File: config.mk
export PLATFORM = sky130hd
export DESIGN_NAME = muldiv_controller_flat
export DESIGN_NICKNAME = d
export VERILOG_FILES = /design/src/rtl/muldiv_controller_if.sv /design/src/rtl/muldiv_controller.sv /design/src/flat_wrapper.sv
export SDC_FILE = /design/constraint.sdc
export NUM_CORES = 1
export LEC_CHECK = 0
export CAP_MARGIN = 20
export CORE_MARGIN = 8
export CORE_UTILIZATION = 25
export CTS_BUF_LIST = sky130_fd_sc_hd__clkbuf_16
export DETAILED_ROUTE_END_ITERATION = 7
export DONT_BUFFER_PORTS = 1
export GPL_ROUTABILITY_DRIVEN = 0
export PLACE_DENSITY = 0.45
export SYNTH_ARGS = -nofsm -noshare
export SYNTH_HDL_FRONTEND = slang
export SYNTH_SLANG_ARGS = --single-unit
File: constraint.sdc
create_clock -name clk -period 2.9 [get_ports clk]
set_clock_uncertainty 0.05 [all_clocks]
set_input_delay 0.29 -clock clk [delete_from_list [all_inputs] [get_ports clk]]
set_output_delay 0.29 -clock clk [all_outputs]
set_load 0.01 [all_outputs]
File: src/rtl/muldiv_controller_if.sv
// Issue/result bundle between the execute/decode stages and the multiply-divide unit.
// The master side issues operations; the slave side (the unit) returns HI/LO and status.
interface muldiv_controller_if;
   logic        e_start_mul;
   logic        e_start_div;
   logic        e_signed;
   logic [31:0] e_a;
   logic [31:0] e_b;
   logic        d_hilo_read;
   logic        d_md_op;
   logic        md_abort;
   logic        busy;
   logic        md_stall;
   logic        done;
   logic        div_by_zero;
   logic [31:0] hi;
   logic [31:0] lo;

   modport master (
      output e_start_mul, e_start_div, e_signed, e_a, e_b, d_hilo_read, d_md_op, md_abort,
      input  busy, md_stall, done, div_by_zero, hi, lo
   );

   modport slave (
      input  e_start_mul, e_start_div, e_signed, e_a, e_b, d_hilo_read, d_md_op, md_abort,
      output busy, md_stall, done, div_by_zero, hi, lo
   );
endinterface

File: src/rtl/muldiv_controller.sv
// Iterative 32x32 multiply / 32/32 divide unit owning HI/LO: 34 edges from issue to result.
// Optional MULDIV_ABORT_EN lets md_abort cancel an in-flight operation.
module muldiv_controller (
   input  logic               clk,
   input  logic               reset,
   muldiv_controller_if.slave bus
);
   typedef enum logic [1:0] {IDLE, MUL, DIV, FIXUP} state_t;

   state_t      state, state_nx;
   logic [4:0]  cnt;
   logic [63:0] acc;      // mul: {partial sum, multiplier}; div: {remainder, dividend/quotient}
   logic [31:0] opb;
   logic        op_div;
   logic        neg_q;
   logic        neg_r;
   logic        b_zero;
   logic        abort;
   logic        start;

   logic [31:0] a_mag, b_mag;
   logic [32:0] mul_sum, div_trial;
   logic [63:0] acc_step, prod_fix;
   logic [31:0] q_fix, r_fix;

`ifdef MULDIV_ABORT_EN
   assign abort = bus.md_abort && (state != IDLE);
`else
   assign abort = 1'b0;
`endif

   assign start        = bus.e_start_mul || bus.e_start_div;
   assign bus.busy     = (state != IDLE);
   assign bus.md_stall = bus.busy & (bus.d_hilo_read | bus.d_md_op);

   always_comb begin
      a_mag = bus.e_a;
      b_mag = bus.e_b;
      if (bus.e_signed && bus.e_a[31]) a_mag = ~bus.e_a + 32'd1;
      if (bus.e_signed && bus.e_b[31]) b_mag = ~bus.e_b + 32'd1;
   end

   // One shift-add or one restoring-division step per edge.
   always_comb begin
      mul_sum   = {1'b0, acc[63:32]} + {1'b0, (acc[0] ? opb : 32'd0)};
      div_trial = {acc[63:32], acc[31]} - {1'b0, opb};
      acc_step  = acc;
      if (state == MUL)
         acc_step = {mul_sum, acc[31:1]};
      else if (div_trial[32])
         acc_step = {acc[62:0], 1'b0};
      else
         acc_step = {div_trial[31:0], acc[30:0], 1'b1};
   end

   // Division by zero falls out as remainder = |a|, so the remainder sign fixup restores a.
   always_comb begin
      prod_fix = neg_q ? (~acc + 64'd1) : acc;
      q_fix    = neg_q ? (~acc[31:0] + 32'd1) : acc[31:0];
      r_fix    = neg_r ? (~acc[63:32] + 32'd1) : acc[63:32];
      if (b_zero) q_fix = 32'hFFFF_FFFF;
   end

   always_comb begin
      state_nx = state;
      unique case (state)
         IDLE: begin
            if (bus.e_start_mul)      state_nx = MUL;
            else if (bus.e_start_div) state_nx = DIV;
         end
         MUL, DIV: if (cnt == 5'd31) state_nx = FIXUP;
         FIXUP:    state_nx = IDLE;
         default:  state_nx = IDLE;
      endcase
      if (abort) state_nx = IDLE;
   end

   always_ff @(posedge clk or negedge reset) begin
      if (!reset) state <= IDLE;
      else        state <= state_nx;
   end

   always_ff @(posedge clk or negedge reset) begin
      if (!reset) begin
         cnt             <= '0;
         acc             <= '0;
         opb             <= '0;
         op_div          <= 1'b0;
         neg_q           <= 1'b0;
         neg_r           <= 1'b0;
         b_zero          <= 1'b0;
         bus.hi          <= '0;
         bus.lo          <= '0;
         bus.done        <= 1'b0;
         bus.div_by_zero <= 1'b0;
      end else begin
         bus.done <= 1'b0;
         if (state == IDLE) begin
            if (start) begin
               op_div <= !bus.e_start_mul;
               acc    <= {32'd0, a_mag};
               opb    <= b_mag;
               cnt    <= '0;
               neg_q  <= bus.e_signed && (bus.e_a[31] ^ bus.e_b[31]);
               neg_r  <= bus.e_signed && bus.e_a[31];
               b_zero <= (bus.e_b == 32'd0);
            end
         end else if (!abort) begin
            if (state == FIXUP) begin
               bus.done <= 1'b1;
               if (op_div) begin
                  bus.hi          <= r_fix;
                  bus.lo          <= q_fix;
                  bus.div_by_zero <= b_zero;
               end else begin
                  bus.hi <= prod_fix[63:32];
                  bus.lo <= prod_fix[31:0];
               end
            end else begin
               acc <= acc_step;
               cnt <= cnt + 5'd1;
            end
         end
      end
   end
endmodule

File: src/flat_wrapper.sv
// flat-port wrapper written by rule: the top's interface ports become plain ports
module muldiv_controller_flat 
  (clk, reset, bus_e_start_mul, bus_e_start_div, bus_e_signed, bus_e_a, bus_e_b, bus_d_hilo_read, bus_d_md_op, bus_md_abort, bus_busy, bus_md_stall, bus_done, bus_div_by_zero, bus_hi, bus_lo);
  muldiv_controller_if bus_i ();
  input  logic clk;
  input  logic reset;
  input wire logic [$bits(bus_i.e_start_mul)-1:0] bus_e_start_mul;
  input wire logic [$bits(bus_i.e_start_div)-1:0] bus_e_start_div;
  input wire logic [$bits(bus_i.e_signed)-1:0] bus_e_signed;
  input wire logic [$bits(bus_i.e_a)-1:0] bus_e_a;
  input wire logic [$bits(bus_i.e_b)-1:0] bus_e_b;
  input wire logic [$bits(bus_i.d_hilo_read)-1:0] bus_d_hilo_read;
  input wire logic [$bits(bus_i.d_md_op)-1:0] bus_d_md_op;
  input wire logic [$bits(bus_i.md_abort)-1:0] bus_md_abort;
  output wire logic [$bits(bus_i.busy)-1:0] bus_busy;
  output wire logic [$bits(bus_i.md_stall)-1:0] bus_md_stall;
  output wire logic [$bits(bus_i.done)-1:0] bus_done;
  output wire logic [$bits(bus_i.div_by_zero)-1:0] bus_div_by_zero;
  output wire logic [$bits(bus_i.hi)-1:0] bus_hi;
  output wire logic [$bits(bus_i.lo)-1:0] bus_lo;
  assign bus_i.e_start_mul = bus_e_start_mul;
  assign bus_i.e_start_div = bus_e_start_div;
  assign bus_i.e_signed = bus_e_signed;
  assign bus_i.e_a = bus_e_a;
  assign bus_i.e_b = bus_e_b;
  assign bus_i.d_hilo_read = bus_d_hilo_read;
  assign bus_i.d_md_op = bus_d_md_op;
  assign bus_i.md_abort = bus_md_abort;
  assign bus_busy = bus_i.busy;
  assign bus_md_stall = bus_i.md_stall;
  assign bus_done = bus_i.done;
  assign bus_div_by_zero = bus_i.div_by_zero;
  assign bus_hi = bus_i.hi;
  assign bus_lo = bus_i.lo;
  muldiv_controller u_core (.clk(clk), .reset(reset), .bus(bus_i));
endmodule
==> flow_summary_export.csv <==
group,metric,value,unit
status,status,"finished with violations",
status,violations,"negative hold slack, negative setup slack",
floorplan,rows,86,
synth,synthFlopType,"dfrtp_1",
floorplan,io_pins,140,
floorplan,die_h,251.3,um
timing,setup-violations-final,46,
placed_design,post_dp_cell_area,16870,um^2
detailed_routing,drt_pass1_iterations,5,
timing,fmax,319.9,MHz
timing,period_needed,3.126,ns
floorplan,start_util,0.2522,
power_and_ir_drop,power_density,1374,nW/um^2
synth,yosysTopAreaCell,"dfrtp_1",
worst_hold_path,hold_class,"in2async",
detailed_routing,routed_wl,56140,um
power_and_ir_drop,power_leakage,8.606,nW
synth,synth_cells,1729,
critical_path,crit_path_start_kind,"flop",
cells_and_area,diodes,0,
placed_design,placed_cells,2660,
global_routing,grt-ovfl-total,0,
floorplan,fp.dieW,251.3,um
clocking,clk_latency,0.47,ns
synth,synth_seq_area_share,0.3128,
cells_and_area,final_cell_area,19660,um^2
synth,synth_nets,1876,
clocking,clock_sink_count,173,
critical_path,cp_max_fo,3,
critical_path,cp.arrival,3.38,ns
synth,synth_cell_types,67,
placed_design,hpwl,41920,um
detailed_routing,postRouteAntennaNets,0,
clocking,cts_tree,"yes",
detailed_routing,first_iter_violations,884,
synth,synth_edf_count,0,
detailed_routing,vias,14270,
timing,relSlewSlack,0.3445,
global_routing,grt_pass1_wl,85650,um
synth,yosysWarnings,0,
detailed_routing,drc,0,
global_routing,track_usage,0.1731,
global_routing,first_global_vias,14310,
cells_and_area,drive_gt1_frac,0.3120,
synth,synthArstFlopShare,1.000,
clocking,cts_hold_buf,33,
critical_path,cp.required,3.15,ns
timing,setup_tns,-4.225,ns
detailed_routing,routedWlPerCell,20.07,um
clocking,clockBufferDepth,2,
timing,whs,-0.5270,ns
synth,ys_ff_latch,173,
placed_design,portBuffers,0,
critical_path,critical_path_class,"reg2reg",
clocking,cts_made_buffers,17,
timing,drv_slew,0,
synth,syn_area,13840,um^2
clocking,clockRootBuffer,"clkbuf_16",
synth,syn_area_per_cell,8.005,um^2
cells_and_area,utilization,0.3582,
timing,max_slew.worst_pin.slew,0.9812,ns
cells_and_area,area_growth,42.04,%
timing,final.setup.worst_slack,-0.2256,ns
detailed_routing,detail_route.vias_per_cell,5.103,
floorplan,fp.coreArea,54880,um^2
cells_and_area,nets,2228,
timing,hold_violations,173,
clocking,path_clk_slew,0.07,ns
timing,period_share,1.078,
cells_and_area,fillerInstances,5653,
power_and_ir_drop,vdd_drop_max,0.6437,mV
floorplan,fp.dieArea,63150,um^2
power_and_ir_drop,power,27.02,mW
global_routing,grt_max_degree,174,
run,maxCapViolCount,0,
global_routing,antenna_found_initial,0,
timing,rsz0062_at_grt,"true",
critical_path,cp-end-kind,"flop",
placed_design,dp_slack,-0.6172,ns
synth,synth_area_leaders,"dfrtp_1, ha_1, a21oi_1, xor2_1, o21ai_0",
cells_and_area,finalNonFillerCells,2797,
clocking,htreeDepth,4,
synth,synth_top_area_share,0.3128,
[kinds of logic after synthesis]
logic type	after synthesis	share of synthesized area
simple gates	560	0.1869
compound gates	522	0.2252
flops	173	0.3128
xor+xnor	172	0.1088
buf+inv	159	0.04674
fa+ha+maj	75	0.06888
mux	68	0.05071
[where the power goes]
group          switching, mW  total, mW  internal (mW)  leakage [nW]
Sequential              1.30       4.87           3.57          2.15
Clock                   1.11       2.30           1.18         0.281
Combinational           10.8       19.8           9.06          6.18
[metal layers]
layer,global-route usage,share of wire
met1,0.2324,0.47
met2,0.2776,0.46
met3,0.03408,0.054
met4,0.05454,0.023
met5,0,0
[path summary, 6_finish.rpt]
path	startpoint	to	slack [ns]	cells past startpoint
worst min-delay path	reset	u_core.opb[23]	-0.53	0
min in group clk	bus_e_b[8]	u_core.opb[8]	0.02	2
worst max register to register	u_core.acc[26]	u_core.bus.hi[29]	-0.23	8
worst min register to register	u_core.opb[20]	u_core.opb[20]	0.43	2
max in group asynchronous	reset	u_core.bus.lo[12]	2.98	0
worst max-delay path	u_core.acc[26]	u_core.bus.hi[29]	-0.23	8
[critical path: stages, from the launching register on]
cell     delay [ns]
dfrtp_1        0.38
or4_4          0.54
or4_4          0.44
or3_4          0.35
or2_4          0.27
or4_4          0.52
a31oi_4        0.18
xor2_1         0.16
a21oi_1        0.08
[cells in the mapped netlist, drive strengths merged (8+ instances only)]
cell / instances
a21o: 34
a21oi: 176
a22oi: 17
a31oi: 22
and2: 12
and3: 8
buf: 18
clkbuf: 74
dfrtp: 173
ha: 73
inv: 65
mux2: 17
mux2i: 51
nand2: 170
nand2b: 15
nand3: 33
nor2: 187
nor2b: 11
nor3: 41
nor4: 22
o211ai: 15
o21ai: 161
o221ai: 8
o31ai: 20
o41ai: 12
or2: 11
or3: 14
or4: 16
xnor2: 80
xor2: 92
[layout make-up]
cell class | instances | area [um^2] | share of cell area
Multi-Input combinational cell | 1398 | 10130 | 0.5155
Clock inverter | 14 | 121.4 | 0.006174
Tap cell | 704 | 880.8 | 0.04481
Inverter | 65 | 247.7 | 0.01260
Timing Repair Buffer | 426 | 3515 | 0.1788
Sequential cell | 173 | 4334 | 0.2205
Clock buffer | 17 | 425.4 | 0.02164
[placed cells by master (no fill, tap or decap), types with 15 or more instances in the layout]
master         count
a21o_1            34
a22oi_1           17
a21oi_1          134
o211ai_1          15
nor2_1           172
inv_1             54
buf_6             23
dlygate4sd3_1     33
nand3_1           31
a21oi_2           32
nor4_1            17
buf_4            357
nand2_1          163
dfrtp_1          169
mux2i_1           47
clkbuf_16         18
ha_4              18
ha_1              52
mux2_2            15
o21ai_1           31
o21ai_0          116
xor2_1            90
xnor2_1           76
a31oi_1           19
nor3_1            31
o31ai_1           20
[registers in the layout, indices dropped and copies added (netlist names), 2 cells and up]
name	count
u_core.bus.lo	32
u_core.cnt	5
u_core.bus.hi	32
u_core.acc	64
u_core.opb	32
u_core.state	2
[what timing repair did]
| item | 4_1_cts | 5_1_grt |
|---|---|---|
| resized for setup | 227 | 96 |
| setup buffers | 48 | 27 |
| endpoints found under the setup margin | 62 | 61 |
| hold endpoints to repair | 208 | 173 |
| cloned | 1 | 1 |
| pin swaps | 106 | 86 |
No activity file was read; power rests on OpenSTA's default activity.
